**src/rtl/sdram_pkg.sv**
```systemverilog
// Shared Wishbone widths and FSM encoding for the SDRAM frame writer.
package sdram_pkg;

    localparam int unsigned ADDR_W = 25;
    localparam int unsigned DATA_W = 32;
    localparam int unsigned PIX_W  = 16;

    typedef enum logic [1:0] {
        StIdle    = 2'd0,
        StReq     = 2'd1,
        StWaitAck = 2'd2,
        StGap     = 2'd3
    } wb_state_e;

endpackage

```
**src/rtl/sync_fifo.sv**
```systemverilog
// Single-clock FIFO; clear has priority, and a push into a full FIFO succeeds if a pop
// happens in the same cycle.
module sync_fifo #(
    parameter int unsigned WIDTH = 32,
    parameter int unsigned DEPTH = 16
) (
    input  logic             clk,
    input  logic             rst_n,
    input  logic             clear,
    input  logic             push,
    input  logic [WIDTH-1:0] wdata,
    input  logic             pop,
    output logic [WIDTH-1:0] rdata,
    output logic             full,
    output logic             empty
);

    localparam int unsigned AW = $clog2(DEPTH);

    logic [WIDTH-1:0] mem [DEPTH];
    logic [AW:0]      wptr_q, rptr_q;
    logic             do_push, do_pop;

    assign empty   = (wptr_q == rptr_q);
    assign full    = (wptr_q[AW] != rptr_q[AW]) && (wptr_q[AW-1:0] == rptr_q[AW-1:0]);
    assign do_pop  = pop && !empty;
    assign do_push = push && (!full || do_pop);
    assign rdata   = mem[rptr_q[AW-1:0]];

    always_ff @(posedge clk or negedge rst_n) begin
        if (!rst_n) begin
            wptr_q <= '0;
            rptr_q <= '0;
        end else if (clear) begin
            wptr_q <= '0;
            rptr_q <= '0;
        end else begin
            if (do_push) wptr_q <= wptr_q + 1'b1;
            if (do_pop)  rptr_q <= rptr_q + 1'b1;
        end
    end

    always_ff @(posedge clk) begin
        if (do_push && !clear) mem[wptr_q[AW-1:0]] <= wdata;
    end

endmodule

```
**src/rtl/sdram_frame_writer.sv**
```systemverilog
// Packs RGB565 pixel pairs into 32-bit words and writes them to consecutive frame-buffer
// addresses through single Wishbone write cycles.
module sdram_frame_writer
    import sdram_pkg::*;
#(
    parameter logic [ADDR_W-1:0] BASE_ADDR   = '0,
    parameter int unsigned       FRAME_WORDS = 38400,
    parameter int unsigned       ADDR_STRIDE = 2,
    parameter int unsigned       FIFO_DEPTH  = 16,
    parameter int unsigned       ACK_TIMEOUT = 255
) (
    input  logic              clk_i,
    input  logic              rst_ni,
    input  logic              frame_start_i,
    input  logic              pix_valid_i,
    input  logic [PIX_W-1:0]  pix_data_i,
    output logic [ADDR_W-1:0] addr_o,
    output logic [DATA_W-1:0] dat_o,
    output logic              we_o,
    output logic              stb_o,
    output logic              cyc_o,
    input  logic              ack_i,
    output logic              frame_done_o,
    output logic              overflow_o,
    output logic              timeout_o
);

    localparam int unsigned CntW = $clog2(FRAME_WORDS + 1);
    localparam int unsigned TmoW = $clog2(ACK_TIMEOUT + 2);

    wb_state_e         state_q, state_d;
    logic              phase_q;
    logic [PIX_W-1:0]  hi_q;
    logic [DATA_W-1:0] word_q;
    logic              push_pend_q;
    logic [ADDR_W-1:0] addr_q;
    logic [CntW-1:0]   words_q;
    logic [TmoW-1:0]   tmo_cnt_q, tmo_cnt_d;
    logic              abort_q;
    logic [ADDR_W-1:0] bus_addr_q;
    logic [DATA_W-1:0] bus_dat_q;
    logic              done_q, ovf_q, tmo_flag_q;

    logic              fifo_push, fifo_pop, fifo_full, fifo_empty;
    logic [DATA_W-1:0] fifo_rdata;
    logic              busy, bus_end, tmo_evt, idle_drop, advance;

    assign busy = (state_q == StReq) || (state_q == StWaitAck);

    always_comb begin
        state_d   = state_q;
        tmo_cnt_d = tmo_cnt_q;
        bus_end   = 1'b0;
        tmo_evt   = 1'b0;
        idle_drop = 1'b0;
        unique case (state_q)
            StIdle: begin
                if (!fifo_empty && !frame_start_i) begin
                    // Words beyond the end of the frame are discarded without a bus cycle.
                    if (words_q < CntW'(FRAME_WORDS)) state_d = StReq;
                    else                              idle_drop = 1'b1;
                end
            end
            StReq: begin
                tmo_cnt_d = TmoW'(1);
                if (ack_i) begin
                    bus_end = 1'b1;
                    state_d = StGap;
                end else begin
                    state_d = StWaitAck;
                end
            end
            StWaitAck: begin
                if (ack_i) begin
                    bus_end = 1'b1;
                    state_d = StGap;
                end else if (tmo_cnt_q + TmoW'(1) == TmoW'(ACK_TIMEOUT)) begin
                    bus_end = 1'b1;
                    tmo_evt = 1'b1;
                    state_d = StGap;
                end else begin
                    tmo_cnt_d = tmo_cnt_q + TmoW'(1);
                end
            end
            StGap:   state_d = StIdle;
            default: state_d = StIdle;
        endcase
    end

    // A cycle started before frame_start_i belongs to the old frame: no pop, no advance.
    assign advance   = bus_end && !abort_q && !frame_start_i;
    assign fifo_pop  = advance || idle_drop;
    assign fifo_push = push_pend_q && !frame_start_i;

    always_ff @(posedge clk_i or negedge rst_ni) begin
        if (!rst_ni) begin
            state_q    <= StIdle;
            tmo_cnt_q  <= '0;
            abort_q    <= 1'b0;
            bus_addr_q <= '0;
            bus_dat_q  <= '0;
        end else begin
            state_q   <= state_d;
            tmo_cnt_q <= tmo_cnt_d;
            if (frame_start_i && busy)  abort_q <= 1'b1;
            else if (state_q == StGap)  abort_q <= 1'b0;
            if (state_q == StIdle && state_d == StReq) begin
                bus_addr_q <= addr_q;
                bus_dat_q  <= fifo_rdata;
            end
        end
    end

    always_ff @(posedge clk_i or negedge rst_ni) begin
        if (!rst_ni) begin
            phase_q     <= 1'b0;
            hi_q        <= '0;
            word_q      <= '0;
            push_pend_q <= 1'b0;
        end else begin
            push_pend_q <= 1'b0;
            if (frame_start_i) begin
                phase_q <= pix_valid_i;
                if (pix_valid_i) hi_q <= pix_data_i;
            end else if (pix_valid_i) begin
                if (!phase_q) begin
                    hi_q    <= pix_data_i;
                    phase_q <= 1'b1;
                end else begin
                    word_q      <= {hi_q, pix_data_i};
                    push_pend_q <= 1'b1;
                    phase_q     <= 1'b0;
                end
            end
        end
    end

    always_ff @(posedge clk_i or negedge rst_ni) begin
        if (!rst_ni) begin
            addr_q     <= BASE_ADDR;
            words_q    <= '0;
            done_q     <= 1'b0;
            ovf_q      <= 1'b0;
            tmo_flag_q <= 1'b0;
        end else begin
            done_q     <= advance && ack_i && (words_q == CntW'(FRAME_WORDS - 1));
            tmo_flag_q <= (tmo_flag_q && !frame_start_i) || tmo_evt;
            if (frame_start_i) begin
                addr_q  <= BASE_ADDR;
                words_q <= '0;
                ovf_q   <= 1'b0;
            end else begin
                if (advance) begin
                    addr_q  <= addr_q + ADDR_W'(ADDR_STRIDE);
                    words_q <= words_q + CntW'(1);
                end
                if (fifo_push && fifo_full && !fifo_pop) ovf_q <= 1'b1;
            end
        end
    end

    sync_fifo #(
        .WIDTH (DATA_W),
        .DEPTH (FIFO_DEPTH)
    ) u_fifo (
        .clk   (clk_i),
        .rst_n (rst_ni),
        .clear (frame_start_i),
        .push  (fifo_push),
        .wdata (word_q),
        .pop   (fifo_pop),
        .rdata (fifo_rdata),
        .full  (fifo_full),
        .empty (fifo_empty)
    );

    assign stb_o        = (state_q == StReq);
    assign cyc_o        = busy;
    assign we_o         = busy;
    assign addr_o       = bus_addr_q;
    assign dat_o        = bus_dat_q;
    assign frame_done_o = done_q;
    assign overflow_o   = ovf_q;
    assign timeout_o    = tmo_flag_q;

endmodule

```
**config.mk**
```make
export PLATFORM = sky130hd
export DESIGN_NAME = sdram_frame_writer
export DESIGN_NICKNAME = d
export VERILOG_FILES = /design/src/rtl/sdram_pkg.sv /design/src/rtl/sync_fifo.sv /design/src/rtl/sdram_frame_writer.sv
export SDC_FILE = /design/constraint.sdc
export NUM_CORES = 1
export LEC_CHECK = 0
export CAP_MARGIN = 20
export CORE_MARGIN = 3
export CORE_UTILIZATION = 40
export CTS_BUF_LIST = sky130_fd_sc_hd__clkbuf_4
export CTS_CLUSTER_DIAMETER = 40
export CTS_CLUSTER_SIZE = 12
export DETAILED_ROUTE_END_ITERATION = 12
export PLACE_DENSITY_LB_ADDON = 0.12
export SKIP_LAST_GASP = 1
export SYNTH_ARGS = -nofsm -noshare
export SYNTH_HDL_FRONTEND = slang
export SYNTH_SLANG_ARGS = --single-unit
```
**constraint.sdc**
```tcl
create_clock -name clk_i -period 7.65 [get_ports clk_i]
set_clock_uncertainty 0.05 [all_clocks]
set_input_delay 1.9125 -clock clk_i [delete_from_list [all_inputs] [get_ports clk_i]]
set_output_delay 1.9125 -clock clk_i [all_outputs]
set_load 0.005 [all_outputs]
```
==> run summary, run 1 <==
=================================================================================================
Run status ......................................................................... finished clean
Count of buffers from port buffering ...............................................           82
Static power due to leakage ........................................................      10.5 nW
Congestion Overflow GR .............................................................            0
Reg2Reg Capture Point .............................................................. dat_o[7]$_DFFE_PN0P_
Filler Cells Inserted ..............................................................        5,717
Number of setup violations in the final report .....................................            0
Die width ..........................................................................       266 µm
Count of max-cap constraint violations .............................................            0
Clock transition at path regs ......................................................      0.11 ns
Count of vias placed by the detailed router ........................................       13,700
Pin count of the biggest net entering global routing ...............................           91
Nature of the critical path endpoint ...............................................   output pin
Synthesis-to-layout area growth ....................................................        14.1%
Clock tree sinks ...................................................................          683
DRC errors left ....................................................................            0
Number of nets in the layout .......................................................        1,612
Detailed-placement wirelength estimate .............................................    33,400 µm
Detail Route Antenna Nets ..........................................................            0
Worst hold margin ..................................................................     0.430 ns
Synth Flop Type .................................................................... sky130_fd_sc_hd__edfxtp_1
Via count of the first global-routing pass .........................................       14,300
Initial core utilization ...........................................................        0.407
Number of max-slew violations in the final report ..................................            0
Depth of the worst register-to-register path .......................................            5
Crit path capture ..................................................................        cyc_o
Detailed-route wire length per cell ................................................      23.6 µm
Crit path launch ................................................................... state_q[0]$_DFF_PN0_
Path type of the worst min-delay path ..............................................      reg2reg
Worst relative slew slack ..........................................................        0.298
Critical Path Fanout Max ...........................................................           10
Net Count, Synth ...................................................................        1,456
Crit start category ................................................................         flop
Overall global routing resource usage ..............................................        0.174
Arrival time worst endpoint ........................................................      2.38 ns
FF+latch count, synth ..............................................................          683
Number of rows in the core area ....................................................           94
Hold Path Stages ...................................................................            2
Antenna violations before repair ...................................................            2
Number of distinct library cell variants in the gate-level netlist after synthesis .           56
H-tree depth reported by CTS .......................................................            3
Setup Crit Path Kind ...............................................................      reg2out
Setup TNS ..........................................................................         0 ns
Placeable core area ................................................................   66,200 µm²
Die outline area ...................................................................   70,600 µm²
Part of the Yosys area used for sequential elements ................................        0.729
Cell area after synthesis ..........................................................   27,000 µm²
Placer Congestion ..................................................................        0.739
Worst reg2reg startpoint ........................................................... u_fifo.rptr_q[1]$_DFFE_PN0P_
Drt initial violations .............................................................          912
Global-route wire length before repair .............................................    92,200 µm
Total setup buffers inserted after CTS .............................................            0
Yosys warning count ................................................................            0
Async S/R FF share, synth ..........................................................        0.250
Hold violation count in the final report ...........................................            0
Slew @ Worst Pin ...................................................................      1.05 ns
Num CTS Buffers ....................................................................          110
Layout cell share with drive strength beyond 1 .....................................        0.280
Clock tree buffer depth ............................................................            3
Clock latency on the worst-skew pair ...............................................      0.90 ns
Number of instances resized during post-cts repair .................................            0
Clock tree from TritonCTS ..........................................................        built
Post-synthesis area per instance ...................................................     19.0 µm²
Post-synth EDFFs ...................................................................          512
Post-layout minimum cycle time .....................................................      4.35 ns
Total wire length after detailed routing ...........................................    60,000 µm
Die boundary height ................................................................       266 µm
Post-route fraction of the period consumed by the critical path ....................        0.568
Detailed-router iteration count before antenna repair ..............................            5
Slack of the worst reg-to-reg path .................................................      3.94 ns
Via count normalized by instance count .............................................         5.38
Worst Path Required ................................................................      5.69 ns
Hold_buf cts .......................................................................            0
Count of pins on the block boundary ................................................           84
Root buffer selected by CTS ........................................................ sky130_fd_sc_hd__clkbuf_4
Pwr per Cell Area ..................................................................   271 nW/µm²
Setup repair after global routing missed its margin ................................           no
Peak supply drop ...................................................................     0.182 mV
Number of instances in the synthesized netlist .....................................        1,422
Maximum clock frequency ............................................................      230 MHz
=================================================================================================
## stage by stage
| step | worst slack [ns] | instances | util | total power, mW | instance area (µm²) |
|---|---|---|---|---|---|
| after global placement | 2.30 | 2329 | 0.436 | 5.50 | 28900 |
| final | 3.30 | 2544 | 0.465 | 8.35 | 30800 |
| after detailed placement | 2.20 | 2329 | 0.436 | 5.53 | 28900 |
| after CTS | 3.15 | 2539 | 0.464 | 8.48 | 30800 |
| after floorplan | 1.19 | 1422 | - | 5.04 | 27000 |
| after global routing | 3.08 | 2543 | 0.465 | 8.77 | 30800 |
## cells by family after synthesis
kind of cell | share of synthesized area
and+or+nand+nor | 0.0452
muxes | 0.165
xor gates and xnor gates | 0.0146
AOI/OAI and AO/OA | 0.0229
other | 0.000139
DFF | 0.729
buffers and inverters | 0.0174
adders and majority gates | 0.00603
## worst min path at each step
stage,from,to
floorplan,hi_q[0]$_DFFE_PN0P_,word_q[16]$_DFFE_PN0P_
global placement,hi_q[12]$_DFFE_PN0P_,word_q[28]$_DFFE_PN0P_
detailed placement,hi_q[12]$_DFFE_PN0P_,word_q[28]$_DFFE_PN0P_
CTS,hi_q[12]$_DFFE_PN0P_,word_q[28]$_DFFE_PN0P_
global route,hi_q[15]$_DFFE_PN0P_,word_q[31]$_DFFE_PN0P_
finish,hi_q[11]$_DFFE_PN0P_,word_q[27]$_DFFE_PN0P_
## report_power, final
| part | switching (mW) | internal [mW] | leakage (nW) |
|---|---|---|---|
| Clock | 1.48 | 1.45 | 1.01 |
| Sequential | 0.315 | 4.36 | 6.87 |
| Combinational | 0.342 | 0.403 | 2.65 |
| Total | 2.14 | 6.22 | 10.5 |
## flip-flops by register name (all words and copies together), names as in the netlist, 2 cells and up
signal         flops
words_q           16
addr_o            24
tmo_cnt_q          9
addr_q            24
u_fifo.rptr_q      5
hi_q              16
u_fifo.mem       512
u_fifo.wptr_q      5
dat_o             32
state_q            2
word_q            32
## layout make-up
cell class              instances  area, µm²  area share
diodes                          4       10.0    0.000325
clock buffers                 121        908      0.0295
clock inverters                89        988      0.0321
inverters                      14       52.6     0.00171
multi-input cells             648       6940       0.226
flip-flops and latches        683      19700       0.639
well taps                     864       1080      0.0351
repair buffers                121       1130      0.0367
## layer usage
layer	wire [µm]	global-route usage
met1	27300	0.250
met2	28700	0.275
met3	2850	0.0358
met4	1130	0.0453
met5	0	0
## layout by cell type, fill, tap and decap left out, types with 18 or more instances in the layout
| cell | count |
|---|---|
| sky130_fd_sc_hd__clkinv_2 | 18 |
| sky130_fd_sc_hd__mux4_2 | 159 |
| sky130_fd_sc_hd__bufinv_16 | 18 |
| sky130_fd_sc_hd__clkbuf_4 | 121 |
| sky130_fd_sc_hd__dfrtp_1 | 167 |
| sky130_fd_sc_hd__buf_4 | 37 |
| sky130_fd_sc_hd__xor2_1 | 36 |
| sky130_fd_sc_hd__edfxtp_1 | 512 |
| sky130_fd_sc_hd__mux2_1 | 24 |
| sky130_fd_sc_hd__nor2_1 | 55 |
| sky130_fd_sc_hd__clkdlybuf4s50_1 | 80 |
| sky130_fd_sc_hd__nand2_1 | 113 |
| sky130_fd_sc_hd__mux2_2 | 48 |
## cells in the mapped netlist (all sizes together) (3+ instances only)
cell type    n  share of area
edfxtp     512           0.57
dfrtp      171           0.16
mux4       160           0.13
nand2      113          0.016
mux2        72          0.030
nor2        56         0.0079
clkbuf      42         0.0058
xor2        36          0.012
buf         35         0.0096
o21ai       32         0.0061
nor3        17         0.0032
o2111ai     17         0.0055
nand3       16         0.0030
a21oi       14         0.0026
inv         14         0.0019
ha          13         0.0060
or3         12         0.0028
and3        10         0.0023
o211ai       9         0.0025
xnor2        9         0.0029
and2         8         0.0019
nand2b       8         0.0019
nand4        8         0.0021
nor4         5         0.0012
o31ai        5         0.0019
and4         3        0.00097
mux2i        3         0.0011
## critical path, stage by stage (launching register included)
cell	delay (ns)
sky130_fd_sc_hd__dfrtp_1	0.38
sky130_fd_sc_hd__inv_1	0.10
sky130_fd_sc_hd__ha_1	0.50
sky130_fd_sc_hd__clkdlybuf4s50_1	0.58
(Power assumes the default switching activity.)
==> run 2, diff against run 1 <==
Clock period 7.65 ns to 4.1 ns, I/O delays scaled along.
==> run 2 against run 1 <==
  * Sequential share of layout area down 0.49 points
  * Setup slack worse by 2.6 ns
  * Global-route usage grew 0.29 points
  * Critical path depth is 1 higher
  * Non-clock buffer count rose by 10
  * Die area unchanged
  * Critical path type unchanged
  * Largest cell class unchanged
==> run summary, run 2 (synthesis results as in run 1) <==
==============================================================================
Commonest non-fill, non-tap cell in the layout .................. sky130_fd_sc_hd__edfxtp_1   unchanged
Number of max-slew violations in the final report ...............            0   unchanged
Total wire length after detailed routing ........................    61,300 µm   was 60,000 µm
Hold violation count in the final report ........................            0   unchanged
Depth of the worst register-to-register path ....................            8   was 5
H-tree depth reported by CTS ....................................            3   unchanged
Maximum clock frequency .........................................      295 MHz
Detail Route Antenna Nets .......................................            0   unchanged
Reg2Reg Capture Point ........................................... u_fifo.mem[8][14]$_DFFE_PP_   was dat_o[7]$_DFFE_PN0P_
Count of buffers from port buffering ............................           82   unchanged
Slew @ Worst Pin ................................................      1.03 ns   was 1.05 ns
Crit start category .............................................         flop   unchanged
Nature of the critical path endpoint ............................   output pin   unchanged
Number of nets in the layout ....................................        1,621   was 1,612
Crit path launch ................................................ state_q[1]$_DFF_PN0_   was state_q[0]$_DFF_PN0_
Placed cell count ...............................................        2,340   was 2,329
Count of pins on the block boundary .............................           84   unchanged
Overall global routing resource usage ...........................        0.177   was 0.174
DRC errors left .................................................            0   unchanged
Setup TNS .......................................................         0 ns   unchanged
Worst Path Required .............................................      3.02 ns   was 5.69 ns
Congestion Overflow GR ..........................................            0   unchanged
Placeable core area .............................................   66,200 µm²   unchanged
Top library cells by usage in the layout, fill and taps aside ... sky130_fd_sc_hd__edfxtp_1, sky130_fd_sc_hd__dfrtp_1, sky130_fd_sc_hd__mux4_2   unchanged
Die outline area ................................................   70,600 µm²   unchanged
Drt initial violations ..........................................        1,267   was 912
Clock tree sinks ................................................          683   unchanged
Via count normalized by instance count ..........................         5.39   was 5.38
Total Power .....................................................      15.9 mW   was 8.35 mW
Clock latency on the worst-skew pair ............................      0.91 ns   was 0.90 ns
Non-filler cells in the finished layout .........................        2,547   was 2,544
Clock tree from TritonCTS .......................................        built   unchanged
Layout cell share with drive strength beyond 1 ..................        0.285   was 0.280
Die boundary height .............................................       266 µm   unchanged
Number of instances resized during post-cts repair ..............            0   unchanged
Antenna violations before repair ................................            5   was 2
Number of setup violations in the final report ..................            0   unchanged
Count of max-cap constraint violations ..........................            0   unchanged
Synthesis-to-layout area growth .................................        15.0%   was 14.1%
Placer Congestion ...............................................        0.780   was 0.739
Worst reg2reg startpoint ........................................ tmo_cnt_q[0]$_DFFE_PN0P_   was u_fifo.rptr_q[1]$_DFFE_PN0P_
Net switching power of the design ...............................      4.11 mW   was 2.14 mW
Via count of the first global-routing pass ......................       14,100   was 14,300
Clock transition at path regs ...................................      0.11 ns   about the same
Setup repair after global routing missed its margin .............           no   unchanged
Pwr per Cell Area ...............................................   512 nW/µm²   was 271 nW/µm²
Crit path capture ...............................................         we_o   was cyc_o
Number of rows in the core area .................................           94   unchanged
Num CTS Buffers .................................................          109   was 110
Filler Cells Inserted ...........................................        5,672   was 5,717
Slack of the worst reg-to-reg path ..............................      0.77 ns   was 3.94 ns
Critical Path Fanout Max ........................................            9   was 10
Arrival time worst endpoint .....................................      2.31 ns   was 2.38 ns
Path type of the worst min-delay path ...........................     in2async   was reg2reg
Hold_buf cts ....................................................            0   unchanged
Die width .......................................................       266 µm   unchanged
Pin count of the biggest net entering global routing ............          132   was 91
Switching Fraction ..............................................        0.259   was 0.256
Setup Crit Path Kind ............................................      reg2out   unchanged
Clock tree buffer depth .........................................            3   unchanged
Post-route fraction of the period consumed by the critical path .        0.826
Worst relative slew slack .......................................        0.316   was 0.298
Run status ...................................................... finished clean   unchanged
Static power due to leakage .....................................      10.6 nW   was 10.5 nW
Root buffer selected by CTS ..................................... sky130_fd_sc_hd__clkbuf_4   unchanged
Sequential fraction of design power .............................        0.553   was 0.560
Detailed-placement wirelength estimate ..........................    37,700 µm   was 33,400 µm
Comb power frac .................................................        0.092   was 0.089
Internal power consumption ......................................      11.8 mW   was 6.22 mW
Detailed-route wire length per cell .............................      24.1 µm   was 23.6 µm
Total setup buffers inserted after CTS ..........................            0   unchanged
Post-layout minimum cycle time ..................................      3.39 ns
Global-route wire length before repair ..........................    93,200 µm   was 92,200 µm
Max reg flops ...................................................          512   unchanged
Relative contribution of the clock network to total power .......        0.355   was 0.351
Detailed-router iteration count before antenna repair ...........            5   unchanged
Initial core utilization ........................................        0.407   unchanged
Count of vias placed by the detailed router .....................       13,700   about the same
Peak supply drop ................................................     0.357 mV   was 0.182 mV
==============================================================================
run 2: cell types whose count changed in the layout (fill, tap and decap cells not counted), sizes merged:
cell | previous run | this run
bufinv | 18 | 21
buf | 40 | 50
clkbuf | 122 | 116
clkinv | 43 | 36
clkinvlp | 13 | 15
inv | 29 | 31
diode | 4 | 3
run 2: power groups by stage:
stage | logic [mW] | registers [mW] | clock network [mW]
6_report | 1.45 | 8.78 | 5.63
5_1_grt | 1.60 | 8.88 | 6.14
4_1_cts | 1.50 | 8.80 | 5.82
3_5_place_dp | 1.49 | 8.95 | 0
3_3_place_gp | 1.48 | 8.91 | 0
2_1_floorplan | 0.768 | 8.63 | 0
run 2: final cells by class:
class / count / area [µm²] / share of cell area
flip-flops and latches: 683 / 19700 / 0.634
clock inverters: 89 / 1090 / 0.0350
multi-input cells: 648 / 6980 / 0.225
well taps: 864 / 1080 / 0.0349
inverters: 14 / 52.6 / 0.00169
diodes: 3 / 7.51 / 0.000242
repair buffers: 131 / 1280 / 0.0414
clock buffers: 115 / 863 / 0.0278
run 2: per-layer routing:
layer	vias up	part of all wire	global-route usage
li1	6021	-	-
met1	7264	0.48	0.273
met2	358	0.44	0.254
met3	80	0.063	0.0447
met4	2	0.018	0.0434
met5	-	0.00028	0
run 2: through the flow:
step                      setup WS (ns)  hold WS (ns)  utilization  instance area [µm²]
after floorplan                  -0.587         0.383            -                27000
after global placement          -0.0737         0.398        0.437                29000
after detailed placement          0.274         0.406        0.439                29100
after CTS                         0.578        0.0806        0.468                31000
after global routing              0.524         0.118        0.468                31000
final                             0.714         0.150        0.468                31000
run 2: how the worst min path moves through the flow:
stage                         startpoint                      endpoint  slack, ns
global route                      rst_ni          dat_o[0]$_DFFE_PN0P_       0.12
CTS                               rst_ni  u_fifo.wptr_q[0]$_DFFE_PN0P_       0.08
global placement    hi_q[15]$_DFFE_PN0P_        word_q[31]$_DFFE_PN0P_       0.40
detailed placement  hi_q[15]$_DFFE_PN0P_        word_q[31]$_DFFE_PN0P_       0.41
finish                            rst_ni  u_fifo.wptr_q[0]$_DFFE_PN0P_       0.15
floorplan            hi_q[0]$_DFFE_PN0P_        word_q[16]$_DFFE_PN0P_       0.38
run 2: worst max-delay path, stage by stage (launching register included):
cell and delay (ns):
sky130_fd_sc_hd__dfrtp_1 0.40, sky130_fd_sc_hd__inv_1 0.09, sky130_fd_sc_hd__ha_1 0.30, sky130_fd_sc_hd__buf_4 0.18
sky130_fd_sc_hd__clkdlybuf4s50_1 0.52
==> run 3, diff against run 2 <==
Clock period 4.1 ns to 3.1 ns, I/O delays scaled along.
==> run 3 against run 2 <==
  * Via count rose by 0.44%
  * Power rose by 32%
  * Routed wire length increased by 0.72%
  * Clock-buffer cell count up 3
  * First-iteration DRC count fell by 12%
  * Global-route usage grew 0.25 points
  * Critical endpoint is now cyc_o
  * Largest power group unchanged
==> run summary, run 3 (synthesis results as in run 1) <==
==================================================================================
Run status .......................................................... finished clean   unchanged
Placeable core area .................................................   66,200 µm²   unchanged
Area of the multi-input gates .......................................     7090 µm²   was 6980 µm²
Drt initial violations ..............................................        1,113   was 1,267
Non-filler cells in the finished layout .............................        2,573   was 2,547
Count of vias placed by the detailed router .........................       13,800   was 13,700
Setup Crit Path Kind ................................................      reg2out   unchanged
Detail Route Antenna Nets ...........................................            0   unchanged
Hold violation count in the final report ............................            0   unchanged
Synthesis-to-layout area growth .....................................        17.3%   was 15.0%
Pwr per Cell Area ...................................................   663 nW/µm²   was 512 nW/µm²
Final Instance Area .................................................   31,600 µm²   was 31,000 µm²
Nature of the critical path endpoint ................................   output pin   unchanged
Buffers plus inverters on the worst setup path ......................            2   was 3
Pin count of the biggest net entering global routing ................          120   was 132
Number of nets in the layout ........................................        1,644   was 1,621
Die boundary height .................................................       266 µm   unchanged
Number of setup violations in the final report ......................            0   unchanged
Detailed-router iteration count before antenna repair ...............            5   unchanged
Detailed-route wire length per cell .................................      24.0 µm   was 24.1 µm
Num CTS Buffers .....................................................          110   was 109
Clock tree from TritonCTS ...........................................        built   unchanged
Maximum clock frequency .............................................      347 MHz
Commonest non-fill, non-tap cell in the layout ...................... sky130_fd_sc_hd__edfxtp_1   unchanged
Clock tree buffer depth .............................................            3   unchanged
Congestion Overflow GR ..............................................            0   unchanged
Top library cells by usage in the layout, fill and taps aside ....... sky130_fd_sc_hd__edfxtp_1, sky130_fd_sc_hd__dfrtp_1, sky130_fd_sc_hd__mux4_2   unchanged
Worst Path Required .................................................      2.27 ns   was 3.02 ns
Via count normalized by instance count ..............................         5.36   was 5.39
Crit start category .................................................         flop   unchanged
Die outline area ....................................................   70,600 µm²   unchanged
Antenna violations before repair ....................................            5   unchanged
Filler Cells Inserted ...............................................        5,582   was 5,672
Worst hold margin ...................................................     0.267 ns   was 0.150 ns
Crit path cell chain ................................................ inv_2 > ha_4 > clkdlybuf4s50_1   was inv_1 > ha_1 > buf_4 > clkdlybuf4s50_1
Count of max-cap constraint violations ..............................            0   unchanged
Overall global routing resource usage ...............................        0.180   was 0.177
Total wire length after detailed routing ............................    61,700 µm   was 61,300 µm
Count of buffers from port buffering ................................           82   unchanged
Critical Path Fanout Max ............................................            5   was 9
Max reg flops .......................................................          512   unchanged
Global-route wire length before repair ..............................    93,900 µm   was 93,200 µm
Family of cells with the greatest summed delay on the critical path . buffers and inverters   unchanged
Via count of the first global-routing pass ..........................       14,300   was 14,100
Die width ...........................................................       266 µm   unchanged
Slew @ Worst Pin ....................................................     0.878 ns   was 1.03 ns
Critical-path top delay cell ........................................ sky130_fd_sc_hd__clkdlybuf4s50_1   unchanged
Total Power .........................................................      21.0 mW   was 15.9 mW
Setup repair after global routing missed its margin .................           no   unchanged
Placed cell count ...................................................        2,357   was 2,340
Setup TNS ...........................................................         0 ns   unchanged
Arrival time worst endpoint .........................................      2.06 ns   was 2.31 ns
H-tree depth reported by CTS ........................................            3   unchanged
Initial core utilization ............................................        0.407   unchanged
Post-DP Area ........................................................   29,700 µm²   was 29,100 µm²
Number of rows in the core area .....................................           94   unchanged
Path type of the worst min-delay path ...............................       in2reg   was in2async
Clock tree sinks ....................................................          683   unchanged
Post-route fraction of the period consumed by the critical path .....        0.931
Root buffer selected by CTS ......................................... sky130_fd_sc_hd__clkbuf_4   unchanged
Clock transition at path regs .......................................      0.10 ns   was 0.11 ns
Clock latency on the worst-skew pair ................................      0.90 ns   was 0.91 ns
Number of max-slew violations in the final report ...................            0   unchanged
Largest stage delay on the critical path ............................      0.50 ns   was 0.52 ns
Static power due to leakage .........................................      11.0 nW   was 10.6 nW
Post-layout minimum cycle time ......................................      2.89 ns
Detailed-placement wirelength estimate ..............................    39,400 µm   was 37,700 µm
DRC errors left .....................................................            0   unchanged
Worst relative slew slack ...........................................        0.415   was 0.316
Sequential Area .....................................................   19,700 µm²   unchanged
Placer Congestion ...................................................        0.751   was 0.780
Layout cell share with drive strength beyond 1 ......................        0.301   was 0.285
Peak supply drop ....................................................     0.486 mV   was 0.357 mV
Count of pins on the block boundary .................................           84   unchanged
==================================================================================
## run 3: layer usage
metal,routed length (µm),GRT usage,share of wire
met1,28700,0.268,0.46
met2,27600,0.265,0.45
met3,4100,0.0468,0.066
met4,1340,0.0473,0.022
met5,13,0,0.00021
## run 3: layout make-up
| type | instances | area share |
|---|---|---|
| timing repair buffer | 153 | 0.0574 |
| tap | 864 | 0.0342 |
| sequential | 683 | 0.622 |
| inverter | 14 | 0.00166 |
| antenna | 3 | 0.000237 |
| clock inverter | 90 | 0.0324 |
| clock buffer | 118 | 0.0280 |
| multi-input combinational | 648 | 0.224 |
## run 3: worst min-delay path, cell delays in order
cell	delay, ns
sky130_fd_sc_hd__buf_2	0.11
sky130_fd_sc_hd__buf_12	0.19
sky130_fd_sc_hd__nor2_1	0.07
## run 3: path summary, 6_finish.rpt
kind	start	to	slack, ns	depth (start not counted)
setup / recovery	state_q[0]$_DFF_PN0_	cyc_o	0.21	3
hold / removal	frame_start_i	u_fifo.wptr_q[0]$_DFFE_PN0P_	0.27	3
setup reg to reg	tmo_cnt_q[0]$_DFFE_PN0P_	u_fifo.mem[8][1]$_DFFE_PP_	0.32	9
hold reg to reg	hi_q[5]$_DFFE_PN0P_	word_q[21]$_DFFE_PN0P_	0.42	2
max in group asynchronous	rst_ni	addr_o[7]$_DFFE_PN0P_	1.62	3
min in group asynchronous	rst_ni	dat_o[30]$_DFFE_PN0P_	0.46	2
## run 3: timing repair
item	4_1_cts	5_1_grt
pin swaps	0	1
buffers inserted	2	2
cloned	0	0
setup endpoints to repair	2	1
hold endpoints to repair	73	0
gates resized for setup	1	0
hold buffers	1	0
## run 3: power by group
part	total, mW	internal (mW)	switching, mW
registers	11.7	10.8	0.916
logic	2.03	1.11	0.922
clock network	7.25	3.51	3.74
## run 3: through the flow
stage,utilization,worst slack (ns)
global route,0.478,0.0371
global placement,0.448,0.0856
finish,0.478,0.214
detailed placement,0.448,0.102
floorplan,-,-0.357
CTS,0.477,0.0419
